==> src/rtl/zero_shift_unit.sv <==
// Iterative shift/rotate unit: SHL/SHR/SAR/ROL/ROR, up to STEP bit positions per cycle,
// valid/ready handshake on request and result sides.
module zero_shift_unit #(
  parameter int WIDTH    = 12,
  parameter int AMT_BITS = 12,
  parameter int STEP     = 4
) (
  input  logic                clock,
  input  logic                reset,
  input  logic                in_valid,
  output logic                in_ready,
  input  logic [2:0]          in_op,
  input  logic [WIDTH-1:0]    in_value,
  input  logic [AMT_BITS-1:0] in_amount,
  output logic                out_valid,
  input  logic                out_ready,
  output logic [WIDTH-1:0]    out_result,
  output logic                out_carry,
  output logic                out_zero,
  output logic                out_error,
  output logic [31:0]         op_count
);

  localparam int RW = $clog2(WIDTH + 1);
  localparam int XW = AMT_BITS + 32;

  localparam logic [2:0] OP_SHL = 3'd0;
  localparam logic [2:0] OP_SHR = 3'd1;
  localparam logic [2:0] OP_SAR = 3'd2;
  localparam logic [2:0] OP_ROL = 3'd3;
  localparam logic [2:0] OP_ROR = 3'd4;

  typedef enum logic [1:0] {IDLE, SHIFT, DONE} state_t;

  state_t            state_reg, state_next;
  logic [2:0]        op_reg;
  logic [WIDTH-1:0]  value_reg;
  logic [RW-1:0]     remaining_reg;
  logic              carry_reg;
  logic              error_reg;
  logic [31:0]       count_reg;

  logic [XW-1:0]     amt_wide;
  logic [RW-1:0]     eff_amount;
  logic              op_legal;
  logic [RW-1:0]     step_amt;
  logic [STEP*WIDTH-1:0] cand_val;
  logic [STEP-1:0]   cand_carry;
  logic [WIDTH-1:0]  shifted;
  logic              shift_carry;

  assign amt_wide = XW'(in_amount);

  // Effective distance: linear shifts saturate at WIDTH, rotates wrap modulo WIDTH.
  always_comb begin
    eff_amount = '0;
    op_legal   = 1'b1;
    case (in_op)
      OP_SHL, OP_SHR, OP_SAR:
        eff_amount = (amt_wide >= XW'(WIDTH)) ? RW'(WIDTH) : RW'(amt_wide);
      OP_ROL, OP_ROR:
        eff_amount = RW'(amt_wide % XW'(WIDTH));
      default:
        op_legal = 1'b0;
    endcase
  end

  assign step_amt = (remaining_reg < RW'(STEP)) ? remaining_reg : RW'(STEP);

  // One candidate per possible per-cycle distance; the live one is picked below.
  genvar gi;
  generate
    for (gi = 1; gi <= STEP; gi++) begin : g_step
      assign cand_val[(gi-1)*WIDTH +: WIDTH] =
          (op_reg == OP_SHL) ? (value_reg << gi) :
          (op_reg == OP_SHR) ? (value_reg >> gi) :
          (op_reg == OP_SAR) ? WIDTH'($signed(value_reg) >>> gi) :
          (op_reg == OP_ROL) ? ((value_reg << gi) | (value_reg >> (WIDTH - gi))) :
          (op_reg == OP_ROR) ? ((value_reg >> gi) | (value_reg << (WIDTH - gi))) :
                               value_reg;
      assign cand_carry[gi-1] =
          (op_reg == OP_SHL || op_reg == OP_ROL) ? value_reg[WIDTH - gi] :
          (op_reg == OP_ROR)                     ? value_reg[0] :
                                                   value_reg[gi - 1];
    end
  endgenerate

  always_comb begin
    shifted     = value_reg;
    shift_carry = 1'b0;
    for (int k = 0; k < STEP; k++) begin
      if (step_amt == RW'(k + 1)) begin
        shifted     = cand_val[k*WIDTH +: WIDTH];
        shift_carry = cand_carry[k];
      end
    end
  end

  always_comb begin
    state_next = state_reg;
    case (state_reg)
      IDLE:
        if (in_valid)
          state_next = (op_legal && eff_amount != '0) ? SHIFT : DONE;
      SHIFT:
        if (remaining_reg == step_amt)
          state_next = DONE;
      DONE:
        if (out_ready)
          state_next = IDLE;
      default:
        state_next = IDLE;
    endcase
  end

  always_ff @(posedge clock) begin
    if (!reset) begin
      state_reg     <= IDLE;
      op_reg        <= '0;
      value_reg     <= '0;
      remaining_reg <= '0;
      carry_reg     <= 1'b0;
      error_reg     <= 1'b0;
      count_reg     <= '0;
    end else begin
      state_reg <= state_next;
      case (state_reg)
        IDLE:
          if (in_valid) begin
            op_reg        <= in_op;
            value_reg     <= in_value;
            remaining_reg <= op_legal ? eff_amount : '0;
            carry_reg     <= 1'b0;
            error_reg     <= !op_legal;
          end
        SHIFT: begin
          value_reg     <= shifted;
          carry_reg     <= shift_carry;
          remaining_reg <= remaining_reg - step_amt;
        end
        DONE:
          if (out_ready)
            count_reg <= count_reg + 32'd1;
        default: ;
      endcase
    end
  end

  assign in_ready   = (state_reg == IDLE);
  assign out_valid  = (state_reg == DONE);
  assign out_result = value_reg;
  assign out_carry  = carry_reg;
  assign out_zero   = (value_reg == '0);
  assign out_error  = error_reg;
  assign op_count   = count_reg;

endmodule

==> config.mk <==
export PLATFORM = sky130hd
export DESIGN_NAME = zero_shift_unit
export DESIGN_NICKNAME = d
export VERILOG_FILES = /design/src/rtl/zero_shift_unit.sv
export SDC_FILE = /design/constraint.sdc
export NUM_CORES = 1
export LEC_CHECK = 0
export CAP_MARGIN = 25
export CORE_MARGIN = 1
export CORE_UTILIZATION = 40
export DETAILED_ROUTE_END_ITERATION = 10
export PLACE_DENSITY = 0.77
export RECOVER_POWER = 25
export SYNTH_ARGS = -nofsm -noshare
export SYNTH_HDL_FRONTEND = slang
export SYNTH_SLANG_ARGS = --single-unit
==> constraint.sdc <==
create_clock -name clock -period 3.75 [get_ports clock]
set_input_delay 0.5625 -clock clock [delete_from_list [all_inputs] [get_ports clock]]
set_output_delay 0.5625 -clock clock [all_outputs]
set_load 0.02 [all_outputs]
Word-level counts from Yosys, hierarchy flattened
Index checks and enable logic that the tools add are counted.

word-level totals
  register bits = 55
  input bits = 31
  word-level logic and storage cells = 121

cells by class
  add/subtract/negate cells = 2
  divide/modulo/power cells = 1
  magnitude comparators = 2
  eq/ne operators = 31
  multiplexer cells = 51
  bitwise logic cells = 8
  reduce and logical (&&, ||, !) cells = 18

operators by type and width
  kind                                                                                  count
  12-bit 2-to-1 mux                                                                     25
  12-bit by 4-bit remainder unit with 44-bit output, second input constant              1
  32-bit by 1-bit adder with 32-bit output, second input constant                       1
  7-bit != test, second input constant                                                  4
  5-bit != test, second input constant                                                  5
  6-bit != test, second input constant                                                  4
  12-bit one-hot mux with 2 select lines                                                1
  4-bit 2-to-1 mux                                                                      4
  4-bit one-hot mux with 2 select lines                                                 2
  1-bit 2-to-1 mux                                                                      13
  3-bit by 2-bit == test with 1-bit output, second input constant                       4
  12-bit by 4-bit greater-or-equal comparator with 1-bit output, second input constant  1
  12-bit logical NOT                                                                    1
  10-bit by 12-bit OR with 12-bit output                                                1
  11-bit by 12-bit OR with 12-bit output                                                1
  12-bit by 1-bit OR with 12-bit output                                                 1
  12-bit by 2-bit OR with 12-bit output                                                 1
  12-bit by 3-bit OR with 12-bit output                                                 1
  12-bit by 4-bit OR with 12-bit output                                                 1
  8-bit by 12-bit OR with 12-bit output                                                 1
  9-bit by 12-bit OR with 12-bit output                                                 1
  11-bit AND reduction                                                                  1
  4-bit by 2-bit == test with 1-bit output, second input constant                       2
  2-bit 2-to-1 mux                                                                      4
  other kinds (26)                                                                      32

Logic depth before layout (Yosys ltp)
Gate-level depths: netlist (run 1).

  depth in word-level cells = 11
  depth in mapped cells = 14
  depth with buffers taken out = 12

Worst setup path after synthesis (run 1)
OpenSTA, ideal clock, no wires.

  path kind = input port to flip-flop
  start point = input port in_amount[10]
  end point = register remaining_reg[2]
  data arrival time = 3.441 ns
  data required time = 3.625 ns
  setup slack = 0.183 ns
  stages = 14
  buffers on the path = 2
  cells stage by stage = buf_2 -> clkbuf_1 -> ha_1 -> and4bb_2 -> a2111oi_4 -> or3_1 -> o211ai_2 -> o211a_1 -> o21ai_0 -> a211oi_2 -> nor4b_2 -> a211oi_2 -> a222oi_1 -> nor2b_1

between the ends
  longest elaborated chain between the ends = 6

ends and longest elaborated chain
  what                                                                                       line  text
  from (decl)                                                                                14    input logic [AMT_BITS-1:0] in_amount,
  branches (longest 2 deep; another with 12-bit by 4-bit remainder unit with 44-bit output)  n/a
  4-bit one-hot mux with 2 select lines (*)                                                  58    case (in_op)
  4-bit 2-to-1 mux (*)                                                                       132   remaining_reg <= op_legal ? eff_amount : '0;
  4-bit 2-to-1 mux (*)                                                                       129   if (in_valid) begin
  4-bit one-hot mux with 2 select lines (*)                                                  127   case (state_reg)
  to (signal assigned)                                                                       132
  to (signal assigned)                                                                       139   remaining_reg <= remaining_reg - step_amt;
  to (decl)                                                                                  38    logic [RW-1:0] remaining_reg;

Mark *: on every way between the ends. The select of a mux whose other input is x is not followed.
A chain may end at the register's enable or synchronous reset.

Final worst setup path (run 1)
  start point = input port in_amount[8]
  end point = register state_reg[1]

between the ends
  longest elaborated chain between the ends = 8

ends and longest elaborated chain
  what                                                                                       line  text
  branches (longest 2 deep; another with 12-bit by 4-bit remainder unit with 44-bit output)  n/a
  4-bit one-hot mux with 2 select lines (*)                                                  58
  4-bit nonzero test (*)                                                                     104   state_next = (op_legal && eff_amount != '0) ? SHIFT : DONE;
  1-bit logical AND (*)                                                                      104
  2-bit 2-to-1 mux (*)                                                                       104
  2-bit 2-to-1 mux (*)                                                                       103   if (in_valid)
  2-bit one-hot mux with 3 select lines (*)                                                  101   case (state_reg)
  to (signal assigned)                                                                       126   state_reg <= state_next;
  to (decl)                                                                                  35    state_t state_reg, state_next;

Marked as above.

==> metrics.txt, run 1 <==
# TYPE chip_impl_metric gauge
chip_impl_info{name="post-synth-top-area-cell",value="sky130_fd_sc_hd__dfxtp_1"} 1
chip_impl_metric{name="area_delta_synth_final",unit="%"} 27.0
chip_impl_metric{name="number_of_global_route_vias_before_repair",unit=""} 4568
chip_impl_metric{name="dieArea",unit="um2"} 11700
chip_impl_metric{name="die-width",unit="um"} 108
chip_impl_metric{name="slowest_delay",unit="ns"} 0.47
chip_impl_metric{name="finalInstanceArea",unit="um2"} 5740
chip_impl_metric{name="crit_path_max_fanout",unit=""} 5
chip_impl_metric{name="timing.critical_path.required",unit="ns"} 3.95
chip_impl_info{name="cell_at_the_slowest_stage_of_the_critical_path",value="sky130_fd_sc_hd__clkdlybuf4s50_1"} 1
chip_impl_metric{name="static-leakage-power",unit="nW"} 2.21
chip_impl_info{name="synth.top_cells.by_count",value="65 x sky130_fd_sc_hd__nand2_1, 55 x sky130_fd_sc_hd__dfxtp_1, 41 x sky130_fd_sc_hd__o21ai_0"} 1
chip_impl_metric{name="postCtsHoldBufs",unit=""} 0
chip_impl_metric{name="critical_path.n_buffers_inverters",unit=""} 3
chip_impl_metric{name="wire_per_inst",unit="um"} 16.9
chip_impl_metric{name="count_of_buffers_from_port_buffering",unit=""} 79
chip_impl_metric{name="final_min_period_over_clock_period",unit=""} 0.955
chip_impl_info{name="cp-start-kind",value="input port"} 1
chip_impl_metric{name="drtPass1Iterations",unit=""} 5
chip_impl_metric{name="detailedRoute.firstIterationViolations",unit=""} 291
chip_impl_metric{name="routabilityCongestion",unit=""} 0.917
chip_impl_metric{name="total_wirelength_of_the_detailed_routed_design",unit="mm"} 13.5
chip_impl_metric{name="clk_pin_slew",unit="ns"} 0.08
chip_impl_info{name="synth_area_leaders",value="sky130_fd_sc_hd__dfxtp_1 24%, sky130_fd_sc_hd__xnor2_1 5.4%, sky130_fd_sc_hd__nand2_1 5.4%"} 1
chip_impl_metric{name="gr-total-overflow",unit=""} 0
chip_impl_info{name="synth.most_common_cell",value="sky130_fd_sc_hd__nand2_1"} 1
chip_impl_metric{name="post-cts-setup-buffers",unit=""} 0
chip_impl_metric{name="grt_max_degree",unit=""} 25
chip_impl_metric{name="floorplan.io_pins",unit=""} 80
chip_impl_metric{name="syn-num-nets",unit=""} 625
chip_impl_metric{name="worst_skew_pair.late_latency",unit="ns"} 0.29
chip_impl_metric{name="synth-seq-area-share",unit=""} 0.244
chip_impl_metric{name="max_freq",unit="MHz"} 279
chip_impl_metric{name="die_h",unit="um"} 108
chip_impl_info{name="critical_path.cell_chain",value="clkdlybuf4s50_1 -> buf_4 -> xnor2_1 -> a2111oi_4 -> o21ai_1 -> o211ai_2 -> o21ai_2 -> buf_4 -> a311o_1 -> a21oi_1 -> o211ai_1 -> a211oi_2 -> nor3_2 -> a21o_1"} 1
chip_impl_metric{name="placement.setup.worst_slack",unit="ns"} -0.362
chip_impl_metric{name="max-slew-margin-rel",unit=""} 0.403
chip_impl_metric{name="hold_ws",unit="ns"} 0.530
chip_impl_metric{name="worst_ep_arrival_time",unit="ns"} 3.78
chip_impl_metric{name="number_of_endpoints_failing_setup_at_the_final_stage",unit=""} 0
chip_impl_metric{name="cts_made_buffers",unit=""} 5
chip_impl_info{name="ys_dominant_reg_cell",value="sky130_fd_sc_hd__dfxtp_1"} 1
chip_impl_metric{name="final_hold_violating_endpoints",unit=""} 0
chip_impl_info{name="rsz0062_at_grt",value="no"} 1
chip_impl_metric{name="diodes",unit=""} 0
chip_impl_info{name="crit_path_end_kind",value="register"} 1
chip_impl_metric{name="ys_async_sr_fraction",unit=""} 0
chip_impl_metric{name="post_synthesis_register_bit_count",unit=""} 55
chip_impl_info{name="crit_type",value="in2reg"} 1
chip_impl_metric{name="antenna_left",unit=""} 0
chip_impl_info{name="cpMostUsedCell",value="sky130_fd_sc_hd__buf_4"} 1
chip_impl_metric{name="placedInstanceArea",unit="um2"} 5510
chip_impl_metric{name="avgSynthCellArea",unit="um2"} 7.64
chip_impl_metric{name="power_density",unit="nW/um2"} 317
chip_impl_info{name="cts_tree",value="done"} 1
chip_impl_metric{name="count_of_warnings_emitted_by_yosys",unit=""} 0
chip_impl_metric{name="cts-root-to-sink-buffers",unit=""} 2
chip_impl_metric{name="route.detailed.vias_per_inst",unit=""} 6.07
chip_impl_metric{name="final_net_count",unit=""} 693
chip_impl_metric{name="grt_pass1_wl",unit="mm"} 21.6
chip_impl_metric{name="cts.htree.levels",unit=""} 2
chip_impl_info{name="cts.root.buffer_cell",value="sky130_fd_sc_hd__clkbuf_16"} 1
chip_impl_metric{name="floorplan.initialDensity",unit=""} 0.413
chip_impl_metric{name="timing.clock.skew",unit="ns"} 0.0112
chip_impl_metric{name="max_cap_viol_count",unit=""} 0
chip_impl_info{name="timing.critical_path.max_delay_family",value="compound AO/OA/AOI/OAI gates"} 1
chip_impl_metric{name="post_synth_num_cell_types",unit=""} 79
chip_impl_metric{name="period_minus_slack",unit="ns"} 3.58
chip_impl_metric{name="worst_slew_pin_slew",unit="ns"} 0.892
chip_impl_metric{name="final-max-slew-violation-count",unit=""} 0
chip_impl_metric{name="synth_edf_count",unit=""} 0
chip_impl_metric{name="largest_voltage_drop_on_the_vdd_net",unit="uV"} 309
chip_impl_metric{name="grtUsageTotal",unit=""} 0.227
chip_impl_metric{name="synth_cells",unit=""} 591
chip_impl_metric{name="yosys.area.top_type_share",unit=""} 0.244
chip_impl_metric{name="rows",unit=""} 38
chip_impl_info{name="min-delay-path-class",value="reg2reg"} 1
chip_impl_metric{name="grt_antenna_before_repair",unit=""} 0
chip_impl_metric{name="largest_register_ff_count",unit=""} 32
chip_impl_metric{name="final_layout_size_suffix_gt1_frac",unit=""} 0.112
chip_impl_metric{name="placeableCoreArea",unit="um2"} 10900
chip_impl_metric{name="netlist_area",unit="um2"} 4520
chip_impl_info{name="outcome",value="finished clean"} 1
chip_impl_metric{name="detailroute.via_count",unit=""} 4853
chip_impl_metric{name="final_critical_path_setup_slack",unit="ns"} 0.167
chip_impl_metric{name="clock-sinks",unit=""} 55
chip_impl_metric{name="dp.final_hpwl",unit="mm"} 9.58
chip_impl_metric{name="drc",unit=""} 0
power breakdown:
| part | switching [mW] | leakage (nW) | internal [mW] |
|---|---|---|---|
| Clock | 0.228 | 0.0759 | 0.255 |
| Sequential | 0.0776 | 0.447 | 0.611 |
| Combinational | 0.352 | 1.69 | 0.296 |
metal layers:
| layer | up-vias | wire (um) | GRT usage |
|---|---|---|---|
| met3 | 28 | 1000 | 0.0398 |
| met5 | - | 0 | 0 |
| met4 | 0 | 248 | 0.0734 |
| met2 | 222 | 6510 | 0.386 |
| met1 | 2301 | 5730 | 0.290 |
| li1 | 2302 | - | - |
logic make-up after synthesis:
logic type	Yosys count	share of synthesized area
flip-flops	55	0.244
other	1	0.000830
multiplexers	17	0.0629
buffers and inverters	64	0.0576
adder cells (fa/ha/maj)	3	0.00831
AND/OR/NAND/NOR	242	0.286
AO/OA/AOI/OAI	177	0.278
XOR/XNOR	32	0.0620
per-stage QoR:
stage	util	power, mW	setup TNS [ns]	std cells
finish	0.525	1.82	0	800
global route	0.525	1.92	0	800
CTS	0.518	1.81	0	800
detailed placement	0.504	1.32	-1.21	792
global placement	0.504	1.30	-0.557	792
floorplan	-	1.11	0	591
cell type report:
cell class / count / area (um2)
multi-input cells: 472 / 3220
inverters: 16 / 60.1
fillers: 1064 / 5200
clock buffers: 5 / 125
well taps: 140 / 175
clock inverters: 3 / 28.8
repair buffers: 109 / 1020
flip-flops and latches: 55 / 1100
what timing repair did:
item | in CTS | in global routing
pin swaps | 0 | 6
gates resized for setup | 1 | 15
endpoints found under the setup margin | 2 | 4
path summary, 6_finish.rpt:
kind / start / to / slack, ns / depth (start not counted)
worst max-delay path: in_amount[8] / state_reg[1] / 0.17 / 14
worst min-delay path: op_count[28] / op_count[28] / 0.53 / 2
worst max register to register: op_count[5] / op_count[24] / 0.88 / 9
worst min register to register: op_count[28] / op_count[28] / 0.53 / 2
worst register-to-register path, delay by kind of cell, from the launching register on:
| family | cells | cell delay, ns |
|---|---|---|
| and+or+nand+nor | 8 | 2.17 |
| DFF | 1 | 0.43 |
| AOI/OAI and AO/OA | 1 | 0.19 |
cells in the final DEF, fill, tap and decap left out, types with 6 or more instances in the layout:
cell type and instances:
sky130_fd_sc_hd__nand3_1 16, sky130_fd_sc_hd__a21boi_0 8, sky130_fd_sc_hd__xnor2_1 28, sky130_fd_sc_hd__buf_4 30, sky130_fd_sc_hd__clkdlybuf4s50_1 52, sky130_fd_sc_hd__a21oi_1 37
sky130_fd_sc_hd__mux4_2 8, sky130_fd_sc_hd__dfxtp_1 55, sky130_fd_sc_hd__nor2b_1 14, sky130_fd_sc_hd__and3_1 10, sky130_fd_sc_hd__nand2b_1 8, sky130_fd_sc_hd__nor2_1 37
sky130_fd_sc_hd__a31oi_1 6, sky130_fd_sc_hd__o211a_1 10, sky130_fd_sc_hd__nand4_1 11, sky130_fd_sc_hd__o211ai_1 12, sky130_fd_sc_hd__mux2i_1 7, sky130_fd_sc_hd__o21ai_0 39
sky130_fd_sc_hd__nor3_1 10, sky130_fd_sc_hd__inv_1 15, sky130_fd_sc_hd__dlygate4sd3_1 24, sky130_fd_sc_hd__and2_1 33, sky130_fd_sc_hd__nand2_1 65, sky130_fd_sc_hd__and4_1 7
sky130_fd_sc_hd__or3_1 6
Power figures use the tool's default switching activity.
==> run 2: changes to the inputs <==
--- a/config.mk
+++ b/config.mk
@@ -5,12 +5,13 @@
 export SDC_FILE = /design/constraint.sdc
 export NUM_CORES = 1
 export LEC_CHECK = 0
-export CAP_MARGIN = 25
+export CAP_MARGIN = 20
 export CORE_MARGIN = 1
 export CORE_UTILIZATION = 40
 export DETAILED_ROUTE_END_ITERATION = 10
+export GPL_TIMING_DRIVEN = 1
 export PLACE_DENSITY = 0.77
-export RECOVER_POWER = 25
+export RECOVER_POWER = 100
 export SYNTH_ARGS = -nofsm -noshare
 export SYNTH_HDL_FRONTEND = slang
 export SYNTH_SLANG_ARGS = --single-unit
==> run 2 against run 1 <==
  * Clock skew decreased by 0.00073 ns
  * Utilization about the same
  * Total power decreased by 0.66%
  * Die area unchanged
  * Sequential cell count unchanged
  * Largest power group unchanged
==> metrics.txt, run 2 (synthesis results as in run 1) <==
# TYPE chip_impl_metric gauge
chip_impl_info{name="cell_at_the_slowest_stage_of_the_critical_path",value="sky130_fd_sc_hd__clkdlybuf4s50_1"} 1
chip_impl_metric{name="largest_register_ff_count",unit=""} 32
chip_impl_metric{name="floorplan.io_pins",unit=""} 80
chip_impl_metric{name="cts_made_buffers",unit=""} 5
chip_impl_metric{name="count_of_buffers_from_port_buffering",unit=""} 79
chip_impl_metric{name="grt_antenna_before_repair",unit=""} 0
chip_impl_metric{name="grt_pass1_wl",unit="mm"} 21.6
chip_impl_metric{name="final_layout_size_suffix_gt1_frac",unit=""} 0.111
chip_impl_info{name="crit_type",value="in2reg"} 1
chip_impl_metric{name="number_of_endpoints_failing_setup_at_the_final_stage",unit=""} 0
chip_impl_metric{name="critical_path.n_buffers_inverters",unit=""} 3
chip_impl_metric{name="slowest_delay",unit="ns"} 0.47
chip_impl_metric{name="die-width",unit="um"} 108
chip_impl_metric{name="number_of_global_route_vias_before_repair",unit=""} 4568
chip_impl_metric{name="area_delta_synth_final",unit="%"} 26.9
chip_impl_info{name="timing.critical_path.max_delay_family",value="compound AO/OA/AOI/OAI gates"} 1
chip_impl_info{name="outcome",value="finished clean"} 1
chip_impl_metric{name="route.detailed.vias_per_inst",unit=""} 6.05
chip_impl_metric{name="detailedRoute.firstIterationViolations",unit=""} 287
chip_impl_metric{name="p_switching",unit="mW"} 0.654
chip_impl_metric{name="final_min_period_over_clock_period",unit=""} 0.958
chip_impl_metric{name="worst_slew_pin_slew",unit="ns"} 0.891
chip_impl_metric{name="final_net_count",unit=""} 693
chip_impl_metric{name="gr-total-overflow",unit=""} 0
chip_impl_metric{name="pwr-share-comb",unit=""} 0.353
chip_impl_metric{name="timing.clock.skew",unit="ns"} 0.0105
chip_impl_info{name="cts.root.buffer_cell",value="sky130_fd_sc_hd__clkbuf_16"} 1
chip_impl_metric{name="worst_skew_pair.late_latency",unit="ns"} 0.29
chip_impl_metric{name="floorplan.initialDensity",unit=""} 0.413
chip_impl_metric{name="dp.final_hpwl",unit="mm"} 9.58
chip_impl_metric{name="largest_voltage_drop_on_the_vdd_net",unit="uV"} 307
chip_impl_metric{name="drtPass1Iterations",unit=""} 5
chip_impl_metric{name="rows",unit=""} 38
chip_impl_info{name="min-delay-path-class",value="reg2reg"} 1
chip_impl_info{name="cts_tree",value="done"} 1
chip_impl_info{name="rsz0062_at_grt",value="no"} 1
chip_impl_metric{name="power.internal",unit="mW"} 1.15
chip_impl_metric{name="pwr-share-seq",unit=""} 0.381
chip_impl_metric{name="final-max-slew-violation-count",unit=""} 0
chip_impl_info{name="crit_path_end_kind",value="register"} 1
chip_impl_metric{name="period_minus_slack",unit="ns"} 3.59
chip_impl_metric{name="static-leakage-power",unit="nW"} 2.26
chip_impl_info{name="cpMostUsedCell",value="sky130_fd_sc_hd__buf_4"} 1
chip_impl_metric{name="diodes",unit=""} 0
chip_impl_metric{name="clock-sinks",unit=""} 55
chip_impl_info{name="cp-start-kind",value="input port"} 1
chip_impl_metric{name="drc",unit=""} 0
chip_impl_metric{name="placeableCoreArea",unit="um2"} 10900
chip_impl_metric{name="max_freq",unit="MHz"} 278
chip_impl_metric{name="max-slew-margin-rel",unit=""} 0.404
chip_impl_metric{name="detailroute.via_count",unit=""} 4837
chip_impl_info{name="most_common_library_cell_in_the_layout_ignoring_fill_and_taps",value="sky130_fd_sc_hd__nand2_1"} 1
chip_impl_metric{name="cts.htree.levels",unit=""} 2
chip_impl_metric{name="final_cells",unit=""} 800
chip_impl_metric{name="power.switching_fraction",unit=""} 0.362
chip_impl_metric{name="power_density",unit="nW/um2"} 315
chip_impl_info{name="critical_path.cell_chain",value="clkdlybuf4s50_1 -> buf_4 -> xnor2_1 -> a2111oi_4 -> o21ai_1 -> o211ai_2 -> o21ai_2 -> buf_4 -> a311o_1 -> a21oi_1 -> o211ai_1 -> a211oi_2 -> nor3_2 -> a21o_1"} 1
chip_impl_metric{name="routabilityCongestion",unit=""} 0.917
chip_impl_metric{name="timing.critical_path.required",unit="ns"} 3.95
chip_impl_metric{name="worst_ep_arrival_time",unit="ns"} 3.79
chip_impl_metric{name="antenna_left",unit=""} 0
chip_impl_metric{name="wire_per_inst",unit="um"} 16.8
chip_impl_metric{name="final_hold_violating_endpoints",unit=""} 0
chip_impl_metric{name="crit_path_max_fanout",unit=""} 5
chip_impl_metric{name="grt_max_degree",unit=""} 25
chip_impl_metric{name="pwr-share-clk",unit=""} 0.266
chip_impl_metric{name="postCtsHoldBufs",unit=""} 0
chip_impl_metric{name="clk_pin_slew",unit="ns"} 0.08
chip_impl_metric{name="place_inst",unit=""} 792
chip_impl_metric{name="dieArea",unit="um2"} 11700
chip_impl_metric{name="grtUsageTotal",unit=""} 0.227
chip_impl_metric{name="max_cap_viol_count",unit=""} 0
chip_impl_info{name="final_cell_mix",value="65 x sky130_fd_sc_hd__nand2_1, 55 x sky130_fd_sc_hd__dfxtp_1, 51 x sky130_fd_sc_hd__dlygate4sd3_1, 39 x sky130_fd_sc_hd__o21ai_0"} 1
chip_impl_metric{name="utilization",unit=""} 0.524
chip_impl_metric{name="die_h",unit="um"} 108
chip_impl_metric{name="cts-root-to-sink-buffers",unit=""} 2
chip_impl_metric{name="total_wirelength_of_the_detailed_routed_design",unit="mm"} 13.5
run 2: cell count changes in the layout (fill, tap and decap cells not counted):
cell	change
sky130_fd_sc_hd__clkdlybuf4s50_1	-27
sky130_fd_sc_hd__and2_1	-17
sky130_fd_sc_hd__and2_0	+17
sky130_fd_sc_hd__dlygate4sd3_1	+27
sky130_fd_sc_hd__buf_4	-1
sky130_fd_sc_hd__clkbuf_1	+1
run 2: worst reg2reg max path: cells and delay by family, from the launching register on:
kind | cells | cell delay [ns]
compound gates | 4 | 1.01
simple gates | 2 | 1.00
flops | 1 | 0.81
run 2: repair_timing:
item                                    CTS  global route
pin swaps                                 0             6
endpoints found under the setup margin    2             4
gates resized for setup                   1            15
hold endpoints to repair                  0             0
buffers inserted                          0             0
cloned                                    0             0
run 2: cell type report:
type | instances | area [um2]
tap | 140 | 175
sequential | 55 | 1100
fill | 1066 | 5200
multi-input combinational | 472 | 3220
inverter | 16 | 60.1
clock buffer | 5 | 125
clock inverter | 3 | 28.8
timing repair buffer | 109 | 1020
run 2: final timing paths:
check	start	endpoint	slack (ns)	cells after the start
worst max-delay path	in_amount[8]	state_reg[1]	0.16	14
worst min-delay path	op_count[28]	op_count[28]	0.53	2
worst max register to register	op_reg[2]	out_result[8]	0.86	6
worst min register to register	op_count[28]	op_count[28]	0.53	2
run 2: metal layers:
layer,wire length [um],vias up,global-route usage
li1,-,2295,-
met3,1060,25,0.0398
met1,5650,2283,0.290
met2,6540,234,0.386
met5,0,-,0
met4,227,0,0.0734
run 2: metrics by stage:
step / setup TNS, ns / worst slack (ns) / instance area [um2] / total power [mW] / hold slack [ns]
4_1_cts: 0 / 0.0262 / 5660 / 1.81 / 0.534
3_3_place_gp: -0.557 / -0.182 / 5510 / 1.30 / 0.491
3_5_place_dp: -1.21 / -0.362 / 5510 / 1.32 / 0.520
2_1_floorplan: 0 / 0.183 / 4520 / 1.11 / 0.485
6_report: 0 / 0.157 / 5730 / 1.81 / 0.534
5_1_grt: 0 / 0.0498 / 5730 / 1.91 / 0.567
run 2: power by group through the flow:
stage                     combinational [mW]  sequential, mW  clock, mW
after global routing                   0.694           0.694      0.518
after detailed placement               0.618           0.700          0
after CTS                              0.622           0.686      0.498
after floorplan                        0.439           0.666          0
final                                  0.639           0.688      0.481
after global placement                 0.598           0.698          0
